===== src/rtl/eq_audio_pkg.sv =====
// Shared constants for the equalizer audio path and its I2S pins.
package eq_audio_pkg;

   localparam int unsigned AUDIO_W      = 24;
   localparam int unsigned I2S_SLOT_W   = 32;
   localparam int unsigned I2S_BCLK_DIV = 4;

   // Counter width for a modulo-n counter, never narrower than one bit.
   function automatic int unsigned cnt_w(input int unsigned n);
      return (n > 1) ? $clog2(n) : 1;
   endfunction

endpackage


===== src/rtl/i2s_clk_gen.sv =====
// Master-mode I2S timing: divides clk down to BCLK and walks the frame bit counter.
module i2s_clk_gen
   import eq_audio_pkg::*;
#(
   parameter  int unsigned SLOT_W   = I2S_SLOT_W,
   parameter  int unsigned BCLK_DIV = I2S_BCLK_DIV,
   localparam int unsigned POS_W    = cnt_w(SLOT_W)
) (
   input  logic             clk,
   input  logic             rst_n,
   output logic             bclk_o,
   output logic             lrclk_o,
   output logic             fall_evt_c_o,
   output logic             frame_start_c_o,
   output logic             frame_pre_c_o,
   output logic [POS_W-1:0] pos_nxt_c_o,
   output logic             rslot_nxt_c_o
);

   localparam int unsigned DIV_W = cnt_w(BCLK_DIV);
   localparam int unsigned BIT_W = cnt_w(2 * SLOT_W);

   localparam logic [DIV_W-1:0] DIV_LAST = DIV_W'(BCLK_DIV - 1);
   localparam logic [DIV_W-1:0] DIV_PRE  = DIV_W'(BCLK_DIV - 2);
   localparam logic [DIV_W-1:0] DIV_HALF = DIV_W'(BCLK_DIV / 2);
   localparam logic [BIT_W-1:0] BIT_LAST = BIT_W'(2 * SLOT_W - 1);
   localparam logic [BIT_W-1:0] BIT_SLOT = BIT_W'(SLOT_W);

   logic [DIV_W-1:0] div_cnt_q, div_cnt_d;
   logic [BIT_W-1:0] bit_cnt_q, bit_cnt_d;
   logic             bclk_q, bclk_d;
   logic             lrclk_q, lrclk_d;
   logic             fall_evt;
   logic [POS_W-1:0] pos_nxt;

   assign fall_evt = (div_cnt_q == DIV_LAST);

   // Divider wrap and bit advance; bclk/lrclk are decoded from the next counts.
   always_comb begin
      div_cnt_d = div_cnt_q + DIV_W'(1);
      bit_cnt_d = bit_cnt_q;
      if (fall_evt) begin
         div_cnt_d = '0;
         bit_cnt_d = (bit_cnt_q == BIT_LAST) ? '0 : bit_cnt_q + BIT_W'(1);
      end
      bclk_d  = (div_cnt_d >= DIV_HALF);
      lrclk_d = (bit_cnt_d >= BIT_SLOT);
   end

   // Slot position of the bit about to be driven, so sdata can register alongside lrclk.
   always_comb begin
      pos_nxt = POS_W'(bit_cnt_d);
      if (lrclk_d) begin
         pos_nxt = POS_W'(bit_cnt_d - BIT_SLOT);
      end
   end

   always_ff @(posedge clk or negedge rst_n) begin
      if (!rst_n) begin
         div_cnt_q <= '0;
         bit_cnt_q <= BIT_LAST;
         bclk_q    <= 1'b0;
         lrclk_q   <= 1'b0;
      end else begin
         div_cnt_q <= div_cnt_d;
         bit_cnt_q <= bit_cnt_d;
         bclk_q    <= bclk_d;
         lrclk_q   <= lrclk_d;
      end
   end

   assign bclk_o          = bclk_q;
   assign lrclk_o         = lrclk_q;
   assign fall_evt_c_o    = fall_evt;
   assign frame_start_c_o = fall_evt && (bit_cnt_q == BIT_LAST);
   // One cycle ahead of frame start, so the underrun flag can be registered.
   assign frame_pre_c_o   = (div_cnt_q == DIV_PRE) && (bit_cnt_q == BIT_LAST);
   assign pos_nxt_c_o     = pos_nxt;
   assign rslot_nxt_c_o   = lrclk_d;

endmodule


===== src/rtl/i2s_tx.sv =====
// I2S master transmitter: one-deep stereo holding buffer feeding a Philips-format serializer.
module i2s_tx
   import eq_audio_pkg::*;
#(
   parameter int unsigned DATA_W   = AUDIO_W,
   parameter int unsigned SLOT_W   = I2S_SLOT_W,
   parameter int unsigned BCLK_DIV = I2S_BCLK_DIV
) (
   input  logic              clk,
   input  logic              rst_n,
   input  logic [DATA_W-1:0] sample_l,
   input  logic [DATA_W-1:0] sample_r,
   input  logic              sample_valid,
   output logic              sample_ready,
   output logic              i2s_bclk,
   output logic              i2s_lrclk,
   output logic              i2s_sdata,
   output logic              underrun
);

   localparam int unsigned      POS_W    = cnt_w(SLOT_W);
   localparam logic [POS_W-1:0] POS_DATA = POS_W'(DATA_W);

   logic              buf_empty_q, buf_empty_d;
   logic [DATA_W-1:0] buf_l_q, buf_l_d;
   logic [DATA_W-1:0] buf_r_q, buf_r_d;
   logic [DATA_W-1:0] shadow_l_q, shadow_l_d;
   logic [DATA_W-1:0] shadow_r_q, shadow_r_d;
   logic              sdata_q, sdata_d;
   logic              underrun_q, underrun_d;

   logic              fall_evt;
   logic              frame_start;
   logic              frame_pre;
   logic [POS_W-1:0]  pos_nxt;
   logic              rslot_nxt;
   logic              accept;
   logic [DATA_W-1:0] shadow_sel;
   logic [POS_W-1:0]  bit_idx;
   logic              bit_in_word;
   logic              data_bit;

   i2s_clk_gen #(
      .SLOT_W   (SLOT_W),
      .BCLK_DIV (BCLK_DIV)
   ) u_clk_gen (
      .clk             (clk),
      .rst_n           (rst_n),
      .bclk_o          (i2s_bclk),
      .lrclk_o         (i2s_lrclk),
      .fall_evt_c_o    (fall_evt),
      .frame_start_c_o (frame_start),
      .frame_pre_c_o   (frame_pre),
      .pos_nxt_c_o     (pos_nxt),
      .rslot_nxt_c_o   (rslot_nxt)
   );

   assign accept = sample_valid && buf_empty_q;

   // Position 1 carries the MSB; position 0 is the I2S delay bit and tail positions are padding.
   assign shadow_sel  = rslot_nxt ? shadow_r_q : shadow_l_q;
   assign bit_idx     = POS_DATA - pos_nxt;
   assign bit_in_word = (pos_nxt != '0) && (pos_nxt <= POS_DATA);

   always_comb begin
      data_bit = 1'b0;
      for (int unsigned i = 0; i < DATA_W; i++) begin
         if (bit_idx == POS_W'(i)) begin
            data_bit = shadow_sel[i];
         end
      end
   end

   // Buffer handshake, frame-start shadow load and serial bit selection.
   always_comb begin
      buf_empty_d = buf_empty_q;
      buf_l_d     = buf_l_q;
      buf_r_d     = buf_r_q;
      shadow_l_d  = shadow_l_q;
      shadow_r_d  = shadow_r_q;
      sdata_d     = sdata_q;
      underrun_d  = 1'b0;

      if (frame_start) begin
         if (buf_empty_q) begin
            shadow_l_d = '0;
            shadow_r_d = '0;
         end else begin
            shadow_l_d  = buf_l_q;
            shadow_r_d  = buf_r_q;
            buf_empty_d = 1'b1;
         end
      end

      // Only possible while empty, so never collides with the load above.
      if (accept) begin
         buf_l_d     = sample_l;
         buf_r_d     = sample_r;
         buf_empty_d = 1'b0;
      end

      if (fall_evt) begin
         sdata_d = bit_in_word && data_bit;
      end

      underrun_d = frame_pre && buf_empty_d;
   end

   always_ff @(posedge clk or negedge rst_n) begin
      if (!rst_n) begin
         buf_empty_q <= 1'b1;
         buf_l_q     <= '0;
         buf_r_q     <= '0;
         shadow_l_q  <= '0;
         shadow_r_q  <= '0;
         sdata_q     <= 1'b0;
         underrun_q  <= 1'b0;
      end else begin
         buf_empty_q <= buf_empty_d;
         buf_l_q     <= buf_l_d;
         buf_r_q     <= buf_r_d;
         shadow_l_q  <= shadow_l_d;
         shadow_r_q  <= shadow_r_d;
         sdata_q     <= sdata_d;
         underrun_q  <= underrun_d;
      end
   end

   assign sample_ready = buf_empty_q;
   assign i2s_sdata    = sdata_q;
   assign underrun     = underrun_q;

endmodule


===== config.mk =====
export PLATFORM = sky130hd
export DESIGN_NAME = i2s_tx
export DESIGN_NICKNAME = d
export VERILOG_FILES = /design/src/rtl/eq_audio_pkg.sv /design/src/rtl/i2s_clk_gen.sv /design/src/rtl/i2s_tx.sv
export SDC_FILE = /design/constraint.sdc
export NUM_CORES = 1
export LEC_CHECK = 0
export BUFFER_PORTS_ARGS = -buffer_cell sky130_fd_sc_hd__buf_2
export CAP_MARGIN = 20
export CORE_ASPECT_RATIO = 0.8
export CORE_MARGIN = 5
export CORE_UTILIZATION = 30
export DETAILED_ROUTE_END_ITERATION = 8
export GPL_TIMING_DRIVEN = 0
export RECOVER_POWER = 25
export SLEW_MARGIN = 20
export SYNTH_ARGS = -nofsm -noshare
export SYNTH_HDL_FRONTEND = slang
export SYNTH_SLANG_ARGS = --single-unit

===== constraint.sdc =====
create_clock -name clk -period 5.7 [get_ports clk]
set_clock_uncertainty 0.15 [all_clocks]
set_input_delay 1.14 -clock clk [delete_from_list [all_inputs] [get_ports clk]]
set_output_delay 1.14 -clock clk [all_outputs]
set_load 0.005 [all_outputs]

Yosys cells after proc, flatten, opt, wreduce, memory -nomap -nowiden
Index checks and enable logic that the tools add are counted.

Add/subtract/negate cells: 4. Magnitude comparators: 3. Eq/ne operators: 26. Muxes and demuxes: 33. Reduce and logical (&&, ||, !) cells: 8.

Operators by type and width (number): 24-bit 2-to-1 mux (3); 5-bit by 4-bit == test with 1-bit output, second input constant (8); 5-bit == test, second input constant (8); 1-bit 2-to-1 mux (26); 5-bit by 3-bit == test with 1-bit output, second input constant (4); 6-bit 2-to-1 mux (2); 5-bit by 2-bit == test with 1-bit output, second input constant (2); 6-bit by 1-bit adder with 6-bit output, second input constant (1); 6-bit == test, second input constant (1); 6-bit >= comparator, second input constant (1); 1-bit logical AND (6); 5-bit by 1-bit == test with 1-bit output, second input constant (1); 5-bit less-or-equal comparator, second input constant (1); 5-bit zero test (1); 5-bit 2-to-1 mux (1); 5-bit nonzero test (1); 5-bit by 1-bit subtractor with 5-bit output, second input constant (1); 5-bit subtractor, first input constant (1); 2-bit == test, second input constant (2); 2-bit by 1-bit adder with 2-bit output, second input constant (1); 2-bit >= comparator, second input constant (1); 2-bit 2-to-1 mux (1).

Bits in registers: 109. Input port bits: 51. Word-level logic and storage cells: 85.

Logic depth before layout (Yosys ltp)
Gate-level depths: netlist of run 1.

Depth in word-level cells: 32. Depth in mapped cells: 12.

Modules after synthesis
A second synthesis of run 1 with hierarchy kept.

Cells, all modules: 448. Area total of the unflattened synthesis: 5044.8 um^2.

Modules (own cells, without submodules): i2s_tx (times used 1, cells an instance 413, area an instance 4638.2 um^2); i2s_clk_gen (times used 1, cells an instance 35, area an instance 406.6 um^2).

Worst setup path before layout of run 1
OpenSTA, ideal clock, no wires.

Path kind: register -> register. Start: register u_clk_gen.bit_cnt_q[1]. End: register sdata_q, in the netlist i2s_sdata. Setup time: 92 ps. Data arrival time: 2353 ps. Data required time: 5458 ps. Slack: 3105 ps. Stages on the path, launching flop included: 12. Path buffers: 3. Period minus slack after synthesis: 2595 ps. Path through: dfstp_2 -> ha_1 -> buf_2 -> a21o_1 -> nand2_4 -> mux2_4 -> buf_6 -> buf_6 -> mux2i_1 -> a221oi_1 -> o32ai_1 -> o31ai_2.

Word-level cells in the longest chain between the ends: 32. Elaborated cells on any way between the ends: 61. Those cells by class: add/sub (3); order compare (2); eq/ne (24); mux (28); reduce/logical (4).

RTL lines: start: declaration (RTL line i2s_clk_gen.sv:30) `logic [BIT_W-1:0] bit_cnt_q, bit_cnt_d;`; start signal: assignment (RTL line i2s_clk_gen.sv:66) `bit_cnt_q <= bit_cnt_d;`; 6-bit by 1-bit adder with 6-bit output / 6-bit == test (equally long branches) (RTL line i2s_clk_gen.sv:44) `bit_cnt_d = (bit_cnt_q == BIT_LAST) ? '0 : bit_cnt_q + BIT_W'(1);`; 6-bit 2-to-1 mux (RTL line i2s_clk_gen.sv:44); 6-bit 2-to-1 mux (*) (RTL line i2s_clk_gen.sv:42) `if (fall_evt) begin`; 6-bit >= comparator (*) (RTL line i2s_clk_gen.sv:47) `lrclk_d = (bit_cnt_d >= BIT_SLOT);`; named net rslot_nxt (RTL line i2s_tx.sv:36) `logic rslot_nxt;`; 5-bit 2-to-1 mux (RTL line i2s_clk_gen.sv:53) `if (lrclk_d) begin`; 5-bit subtractor (RTL line i2s_tx.sv:62) `assign bit_idx = POS_DATA - pos_nxt;`; 5-bit zero test (RTL line i2s_tx.sv:68) `if (bit_idx == POS_W'(i)) begin`; 1-bit 2-to-1 mux (24 in series) (RTL line i2s_tx.sv:68); 1-bit logical AND (*) (RTL line i2s_tx.sv:103) `sdata_d = bit_in_word && data_bit;`; end signal: assignment (RTL line i2s_tx.sv:124) `sdata_q <= sdata_d;`; end: declaration (RTL line i2s_tx.sv:29) `logic sdata_q, sdata_d;`.

The timed path passes the listed nets; every way through them passes the cells marked *. A chain may end at the register's enable or synchronous reset.

Worst setup path in the final report of run 1
Start: register u_clk_gen.div_cnt_q[0]. End: register sdata_q, in the netlist i2s_sdata.

Word-level cells in the longest chain between the ends: 31. Elaborated cells on any way between the ends: 59. Those cells by class: add/sub (2); order compare (2); eq/ne (24); mux (27); reduce/logical (4).

RTL lines: start: declaration (RTL line i2s_clk_gen.sv:29) `logic [DIV_W-1:0] div_cnt_q, div_cnt_d;`; start signal: assignment (RTL line i2s_clk_gen.sv:65) `div_cnt_q <= div_cnt_d;`; 2-bit == test (*) (RTL line i2s_clk_gen.sv:36) `assign fall_evt = (div_cnt_q == DIV_LAST);`; 6-bit 2-to-1 mux (*) (RTL line i2s_clk_gen.sv:42); 5-bit by 1-bit subtractor with 5-bit output / 6-bit >= comparator (equally long branches) (RTL line i2s_clk_gen.sv:54, i2s_clk_gen.sv:47); 5-bit 2-to-1 mux (*) (RTL line i2s_clk_gen.sv:53); named net pos_nxt[1] (RTL line i2s_tx.sv:35) `logic [POS_W-1:0] pos_nxt;`; 5-bit subtractor (RTL line i2s_tx.sv:62); 5-bit zero test (RTL line i2s_tx.sv:68); 1-bit 2-to-1 mux (24 in series) (RTL line i2s_tx.sv:68); 1-bit logical AND (*) (RTL line i2s_tx.sv:103).

Marked as above.

==> results of run 1 <==
==> final cells by class <==
class / instances / share of cell area
multi-input cells: 346 / 0.386
repair buffers: 56 / 0.0504
well taps: 225 / 0.0459
plain buffers: 32 / 0.0239
clock inverters: 3 / 0.00755
flip-flops and latches: 108 / 0.442
clock buffers: 11 / 0.0396
inverters: 7 / 0.00428
==> placed cells by master (no fill, tap or decap), types with 3 or more instances in the layout <==
cell / instances
sky130_fd_sc_hd__mux2_2: 49
sky130_fd_sc_hd__nand3_1: 7
sky130_fd_sc_hd__nor3_1: 6
sky130_fd_sc_hd__inv_1: 5
sky130_fd_sc_hd__nand4_1: 5
sky130_fd_sc_hd__o21ai_0: 11
sky130_fd_sc_hd__and4_1: 4
sky130_fd_sc_hd__buf_2: 57
sky130_fd_sc_hd__buf_6: 4
sky130_fd_sc_hd__nor2_1: 10
sky130_fd_sc_hd__o311ai_0: 5
sky130_fd_sc_hd__nand2_1: 110
sky130_fd_sc_hd__dfrtp_1: 101
sky130_fd_sc_hd__dfstp_2: 7
sky130_fd_sc_hd__a31oi_1: 6
sky130_fd_sc_hd__mux2i_1: 16
sky130_fd_sc_hd__o221ai_1: 3
sky130_fd_sc_hd__buf_1: 4
sky130_fd_sc_hd__clkbuf_16: 9
sky130_fd_sc_hd__ha_1: 3
sky130_fd_sc_hd__a21oi_1: 9
sky130_fd_sc_hd__clkbuf_1: 23
sky130_fd_sc_hd__nand3b_1: 52
sky130_fd_sc_hd__nor3b_1: 6
==> cell families (layout without fill, tap and decap cells) <==
group,after synthesis,after routing,synth area share
buffers and inverters,39,109,0.0336
flip-flops,108,108,0.516
XOR/XNOR,6,6,0.0143
adder cells (fa/ha/maj),3,3,0.00714
AO/OA/AOI/OAI,59,59,0.0802
AND/OR/NAND/NOR,212,212,0.211
multiplexers,66,66,0.138
==> state kept, by name (all words and copies together), names as in the netlist <==
name,count
buf_l_q,24
i2s_sdata,1
u_clk_gen.div_cnt_q,1
u_clk_gen.lrclk_o,1
underrun,1
shadow_r_q,24
u_clk_gen.bit_cnt_q,6
sample_ready,1
buf_r_q,24
u_clk_gen.bclk_o,1
shadow_l_q,24
==> metal layers <==
metal | share of wire | vias to the layer above | wire length, um | GRT usage
li1 | - | 1877 | - | -
met1 | 0.49 | 1957 | 6700 | 0.209
met2 | 0.46 | 74 | 6300 | 0.220
met3 | 0.034 | 13 | 469 | 0.0279
met4 | 0.016 | 0 | 221 | 0.0426
met5 | 0 | - | 0 | 0
==> critical path, stage by stage (launching register included) <==
cell                       delay (ps)
sky130_fd_sc_hd__dfrtp_1          380
sky130_fd_sc_hd__ha_1             210
sky130_fd_sc_hd__clkbuf_1         450
sky130_fd_sc_hd__mux2i_1          450
sky130_fd_sc_hd__inv_1            170
sky130_fd_sc_hd__clkbuf_1         320
sky130_fd_sc_hd__nor3_2           320
sky130_fd_sc_hd__nand3_1          120
sky130_fd_sc_hd__a22oi_1          230
sky130_fd_sc_hd__o221ai_1         170
sky130_fd_sc_hd__o221a_2          160
sky130_fd_sc_hd__o31ai_2          250
==> path summary, 6_finish.rpt <==
path                                     endpoint  slack, ps
max in group asynchronous  u_clk_gen.bit_cnt_q[2]       4080
min reg2reg                        shadow_r_q[23]        320
max reg2reg                             i2s_sdata       2220
min in group asynchronous             buf_l_q[11]        620
max                                     i2s_sdata       2220
min                                shadow_r_q[23]        320
==> per-stage QoR <==
step / instances / cell area (um^2) / power [mW] / utilization / setup WS [ps]
floorplan: 493 / 5260 / 0.868 / - / 3100
global placement: 773 / 5810 / 0.908 / 0.337 / 2190
detailed placement: 774 / 5850 / 0.916 / 0.339 / 2450
CTS: 788 / 6140 / 1.54 / 0.355 / 2490
global route: 788 / 6130 / 1.58 / 0.355 / 1910
finish: 788 / 6130 / 1.52 / 0.355 / 2220
==> where the power goes <==
group | total [mW] | internal (mW) | switching (mW)
logic | 0.0703 | 0.0421 | 0.0282
clock network | 0.620 | 0.350 | 0.271
registers | 0.828 | 0.806 | 0.0216
==> reports/metrics.json, run 1 <==
{
  "outcome": {"value": "finished clean"},
  "global_route.usage.total": {"value": 0.144},
  "worst_ep_required_time": {"value": 5810, "unit": "ps"},
  "clk_path_buf_depth": {"value": 2},
  "clock_insertion_delay_worst_skew": {"value": 350, "unit": "ps"},
  "htreeDepth": {"value": 3},
  "die_w": {"value": 158, "unit": "um"},
  "grt_overflow": {"value": 0},
  "place.detailed.hpwl": {"value": 10600, "unit": "um"},
  "asyncSetResetFlopFracSynth": {"value": 1.00},
  "synthTopCellsByArea": {"value": "sky130_fd_sc_hd__dfrtp_1, sky130_fd_sc_hd__mux2_2, sky130_fd_sc_hd__nand2_1"},
  "path_clk_slew": {"value": 70, "unit": "ps"},
  "diodes": {"value": 0},
  "floorplan.die_area": {"value": 20300, "unit": "um^2"},
  "multi_input_area": {"value": 2370, "unit": "um^2"},
  "setup_viol": {"value": 0},
  "post_route_cells_drive_above_1_share": {"value": 0.256},
  "post_cts_buffers": {"value": 0},
  "floorplan.rows": {"value": 43},
  "period_share": {"value": 0.610},
  "timing_worst_slew_pin_value": {"value": 886, "unit": "ps"},
  "post_cts_resize_count": {"value": 0},
  "ys.flop_type": {"value": "sky130_fd_sc_hd__dfrtp_1"},
  "syn-cell-area": {"value": 5260, "unit": "um^2"},
  "drv.max_cap_violation_count": {"value": 0},
  "ys.warnings.count": {"value": 0},
  "holdCritPathClass": {"value": "register to register"},
  "globalplace.congestion": {"value": 0.898},
  "crit-reg2reg-launch": {"value": "u_clk_gen.div_cnt_q[0]"},
  "syn_to_final_growth": {"value": 16.7, "unit": "%"},
  "critPathArrivalTime": {"value": 3590, "unit": "ps"},
  "post-route-drc-count": {"value": 0},
  "finalWirelength": {"value": 13700, "unit": "um"},
  "setup.worst_path.end_class": {"value": "register"},
  "worst_setup_path_startpoint": {"value": "u_clk_gen.div_cnt_q[0]"},
  "synth.lib_cells_used.distinct": {"value": 58},
  "cts-hold-fix-buffers": {"value": 0},
  "leakage": {"value": 2.86, "unit": "nW"},
  "crit_type": {"value": "register to register"},
  "mean_cell_area_of_the_mapped_netlist": {"value": 10.7, "unit": "um^2"},
  "worstPathMaxFanout": {"value": 10},
  "top_level_ports": {"value": 56},
  "vias": {"value": 3921},
  "grt_first_pass_wirelength": {"value": 23000, "unit": "um"},
  "die_y": {"value": 128, "unit": "um"},
  "timing.final.hold_violations": {"value": 0},
  "routed_via_density": {"value": 4.98},
  "synth_commonest_cells": {"value": "sky130_fd_sc_hd__nand2_1, sky130_fd_sc_hd__dfrtp_1, sky130_fd_sc_hd__nand3b_1"},
  "worstSetupStartpointType": {"value": "register"},
  "max_freq": {"value": 0.288, "unit": "GHz"},
  "initial_utilization": {"value": 0.304},
  "unrepaired_setup_endpoints_after_global_routing": {"value": "no"},
  "final_nets": {"value": 614},
  "grt_pass1_vias": {"value": 4207},
  "cts_tree": {"value": "done"},
  "drt-initial-drc-count": {"value": 292},
  "tns": {"value": 0, "unit": "ps"},
  "max-vdd-ir-drop": {"value": 172, "unit": "uV"},
  "maxSlewViolCount": {"value": 0},
  "yosys_register_bits": {"value": 108},
  "seqCellArea": {"value": 2710, "unit": "um^2"},
  "min_from": {"value": "shadow_r_q[23]"},
  "synth.most_common_cell": {"value": "sky130_fd_sc_hd__nand2_1"},
  "detail_route.first_pass.iterations": {"value": 4},
  "synth_sequential_area_ratio": {"value": 0.516},
  "clk_root_buffer_cell": {"value": "sky130_fd_sc_hd__clkbuf_16"},
  "finalCriticalPeriod": {"value": 3480, "unit": "ps"},
  "pin_count_of_the_biggest_net_entering_global_routing": {"value": 63},
  "cts_inserted_buffers": {"value": 9},
  "power-per-cell-area": {"value": 248, "unit": "nW/um^2"},
  "post-synth-top-area-fraction": {"value": 0.481},
  "io_buffers": {"value": 55},
  "synth_enable_flop_cells": {"value": 0},
  "postRouteAntennaNets": {"value": 0},
  "mappedNetlistNets": {"value": 547},
  "fillers": {"value": 1730},
  "fp.coreArea": {"value": 17300, "unit": "um^2"},
  "worst_r2r_path_cells": {"value": 11},
  "hold-path-cell-count": {"value": 2},
  "hold_slack": {"value": 317, "unit": "ps"},
  "slew_headroom": {"value": 0.402},
  "antenna_found_initial": {"value": 0},
  "synth_largest_area_cell": {"value": "sky130_fd_sc_hd__dfrtp_1"},
  "route.detailed.wl_per_inst": {"value": 17.4, "unit": "um"},
  "number_of_standard_cells_after_synthesis": {"value": 493},
  "cts.sinks": {"value": 108}
}
Power figures use the tool's default switching activity.
==> run 2, diff against run 1 <==
--- a/config.mk
+++ b/config.mk
@@ -5,6 +5,7 @@
 export SDC_FILE = /design/constraint.sdc
 export NUM_CORES = 1
 export LEC_CHECK = 0
+export ABC_AREA = 1
 export BUFFER_PORTS_ARGS = -buffer_cell sky130_fd_sc_hd__buf_2
 export CAP_MARGIN = 20
 export CORE_ASPECT_RATIO = 0.8
==> constraint.sdc (replaced) <==
create_clock -name clk -period 2.85 [get_ports clk]
set_clock_uncertainty 0.15 [all_clocks]
set_input_delay 0.57 -clock clk [delete_from_list [all_inputs] [get_ports clk]]
set_output_delay 0.57 -clock clk [all_outputs]
set_load 0.005 [all_outputs]
==> reports/metrics.json, run 2 <==
{
  "grt_first_pass_wirelength": {"value": 20600, "unit": "um"},
  "crit-reg2reg-launch": {"value": "u_clk_gen.bit_cnt_q[0]"},
  "die_y": {"value": 125, "unit": "um"},
  "timing_worst_slew_pin_value": {"value": 1240, "unit": "ps"},
  "clk_path_buf_depth": {"value": 2},
  "grt_overflow": {"value": 0},
  "post_route_cells_drive_above_1_share": {"value": 0.316},
  "worst_hold_path.endpoint": {"value": "buf_r_q[11]"},
  "global_route.usage.met1": {"value": 0.188},
  "layout_commonest_cell": {"value": "sky130_fd_sc_hd__nand2_1"},
  "setup_viol": {"value": 1},
  "route.detailed.wl_per_inst": {"value": 15.0, "unit": "um"},
  "cp_max_delay_cell": {"value": "sky130_fd_sc_hd__dfstp_2"},
  "pin_count_of_the_biggest_net_entering_global_routing": {"value": 61},
  "place.detailed.hpwl": {"value": 9380, "unit": "um"},
  "failed_checks": {"value": "negative setup slack"},
  "max_freq": {"value": 0.317, "unit": "GHz"},
  "detail_route.first_pass.iterations": {"value": 4},
  "top_level_ports": {"value": 56},
  "worstPathMaxFanout": {"value": 8},
  "outcome": {"value": "complete, but fails checks"},
  "synth_enable_flop_cells": {"value": 0},
  "htreeDepth": {"value": 3},
  "postRouteAntennaNets": {"value": 0},
  "syn_to_final_growth": {"value": 23.6, "unit": "%"},
  "mean_cell_area_of_the_mapped_netlist": {"value": 9.69, "unit": "um^2"},
  "yosys_register_bits": {"value": 108},
  "synth.most_common_cell": {"value": "sky130_fd_sc_hd__nand2_1"},
  "final_design_area_no_fill": {"value": 6170, "unit": "um^2"},
  "grt_pass1_vias": {"value": 3962},
  "synth_largest_area_cell": {"value": "sky130_fd_sc_hd__dfrtp_1"},
  "worstSetupStartpointType": {"value": "register"},
  "drt-initial-drc-count": {"value": 231},
  "layout_common_cells": {"value": "sky130_fd_sc_hd__nand2_1, sky130_fd_sc_hd__dfrtp_1, sky130_fd_sc_hd__buf_2"},
  "max-vdd-ir-drop": {"value": 362, "unit": "uV"},
  "floorplan.die_area": {"value": 19300, "unit": "um^2"},
  "period_share": {"value": 1.11},
  "path_clk_slew": {"value": 70, "unit": "ps"},
  "grt.busiest_layer": {"value": "met2"},
  "asyncSetResetFlopFracSynth": {"value": 1.00},
  "worst_r2r_path_cells": {"value": 28},
  "r2r_end": {"value": "i2s_sdata"},
  "syn-cell-area": {"value": 4990, "unit": "um^2"},
  "crit_type": {"value": "register to register"},
  "detailed_place.area": {"value": 5590, "unit": "um^2"},
  "fp.coreArea": {"value": 16400, "unit": "um^2"},
  "timing.final.hold_violations": {"value": 0},
  "number_of_standard_cells_after_synthesis": {"value": 515},
  "diodes": {"value": 0},
  "critical-path-max-stage-delay": {"value": 600, "unit": "ps"},
  "grtUsageMet2": {"value": 0.205},
  "use_met3": {"value": 0.0390},
  "final_nets": {"value": 660},
  "io_buffers": {"value": 55},
  "die_w": {"value": 154, "unit": "um"},
  "timing.reg2reg.setup_slack": {"value": -300, "unit": "ps"},
  "routed_via_density": {"value": 4.61},
  "synth_commonest_cells": {"value": "sky130_fd_sc_hd__nand2_1, sky130_fd_sc_hd__dfrtp_1, sky130_fd_sc_hd__o21ai_0"},
  "unrepaired_setup_endpoints_after_global_routing": {"value": "yes"},
  "clock_insertion_delay_worst_skew": {"value": 360, "unit": "ps"},
  "synthTopCellsByArea": {"value": "sky130_fd_sc_hd__dfrtp_1, sky130_fd_sc_hd__mux2_2, sky130_fd_sc_hd__nand2_1"},
  "post-route-drc-count": {"value": 0},
  "cts_tree": {"value": "done"},
  "global_route.usage.total": {"value": 0.135},
  "mappedNetlistNets": {"value": 569},
  "synth_sequential_area_ratio": {"value": 0.543},
  "clk_root_buffer_cell": {"value": "sky130_fd_sc_hd__clkbuf_16"},
  "slew_headroom": {"value": 0.173},
  "cp_common_cell": {"value": "sky130_fd_sc_hd__nand2_1"},
  "hold-path-cell-count": {"value": 2},
  "setup.worst_path.end_class": {"value": "register"},
  "antenna_found_initial": {"value": 0},
  "globalplace.congestion": {"value": 0.914},
  "drv.max_cap_violation_count": {"value": 0},
  "leakage": {"value": 3.02, "unit": "nW"},
  "vias": {"value": 3833},
  "worst_ep_required_time": {"value": 3000, "unit": "ps"},
  "holdCritPathClass": {"value": "input port to register"},
  "cts.sinks": {"value": 108},
  "cts_inserted_buffers": {"value": 9},
  "critPathArrivalTime": {"value": 3300, "unit": "ps"},
  "ys.warnings.count": {"value": 0},
  "synth.lib_cells_used.distinct": {"value": 35},
  "ys.flop_type": {"value": "sky130_fd_sc_hd__dfrtp_1"},
  "post-place-ws": {"value": -550, "unit": "ps"},
  "post-synth-top-area-fraction": {"value": 0.507},
  "setup_slack": {"value": -302, "unit": "ps"},
  "finalWirelength": {"value": 12400, "unit": "um"},
  "initial_utilization": {"value": 0.303},
  "power-per-cell-area": {"value": 458, "unit": "nW/um^2"},
  "floorplan.rows": {"value": 42},
  "min_from": {"value": "sample_r[11]"},
  "finalCriticalPeriod": {"value": 3150, "unit": "ps"},
  "maxSlewViolCount": {"value": 0}
}
run 2: cell count changes after synthesis, sizes merged, moves of 6 or more:
cell / delta
nand2: +21
a21oi: -8
a31oi: -6
mux2i: -12
inv: +44
o21ai: +43
nor2: +11
nand3b: -51
nor3b: -6
nand3: +24
run 2: how the worst max path moves through the flow:
stage	startpoint	endpoint	slack, ps	cells past startpoint
after floorplan	u_clk_gen.bit_cnt_q[1]	i2s_sdata	-30	30
after global placement	u_clk_gen.bit_cnt_q[0]	i2s_sdata	-500	27
after detailed placement	u_clk_gen.bit_cnt_q[1]	i2s_sdata	-550	30
after CTS	u_clk_gen.bit_cnt_q[0]	i2s_sdata	-280	31
after global routing	u_clk_gen.bit_cnt_q[0]	i2s_sdata	-550	30
final	u_clk_gen.bit_cnt_q[0]	i2s_sdata	-300	28
run 2: what timing repair did:
item | in CTS | in global routing
endpoints found under the setup margin | 1 | 2
pin swaps | 16 | 17
gates resized for setup | 16 | 14
setup buffers | 18 | 5
endpoints found under the hold margin | 13 | 0
hold buffers | 1 | 0
run 2: final cells by class:
cell class | instances | area [um^2]
fill | 1649 | 10300
timing repair buffer | 80 | 498
inverter | 53 | 208
clock inverter | 7 | 68.8
sequential | 108 | 2710
buffer | 25 | 115
clock buffer | 9 | 225
multi-input combinational | 329 | 2070
tap | 220 | 275
run 2: cell families (layout without fill, tap and decap cells):
kind of cell               after synthesis  count (layout)  share of synthesized area
and+or+nand+nor                        196             196                      0.173
xor gates and xnor gates                 4               4                     0.0138
adders and majority gates                3               3                    0.00752
muxes                                   52              52                      0.116
buffers and inverters                   78             174                     0.0607
AOI/OAI and AO/OA                       74              74                     0.0858
DFF                                    108             108                      0.543
run 2: metal layers:
metal,share of wire,routed length [um],up-vias
met5,0,0,-
met1,0.49,6160,1870
li1,-,-,1881
met4,0.018,225,0
met3,0.042,517,16
met2,0.45,5550,66
run 2: where the power goes:
part | internal, mW | switching [mW] | leakage, nW
registers | 1.53 | 0 | 1.48
clock network | 0.614 | 0.612 | 0.137
logic | 0.0291 | 0.0387 | 1.40
total | 2.17 | 0.650 | 3.02
run 2: worst max-delay path: cells and delay by family, from the launching register on:
family / cells / cell delay [ps]
AOI/OAI and AO/OA: 1 / 190
DFF: 1 / 600
adders and majority gates: 1 / 160
and+or+nand+nor: 21 / 1570
xor gates and xnor gates: 1 / 160
buffers and inverters: 4 / 260
run 2: metrics by stage:
step	hold slack (ps)	power (mW)	setup TNS (ps)	std cells	util
finish	280	2.83	-302	831	0.375
global route	269	2.94	-548	831	0.375
global placement	291	1.63	-6790	790	0.338
detailed placement	319	1.63	-550	791	0.340
floorplan	124	1.56	-33.9	515	-
CTS	270	2.87	-279	826	0.371
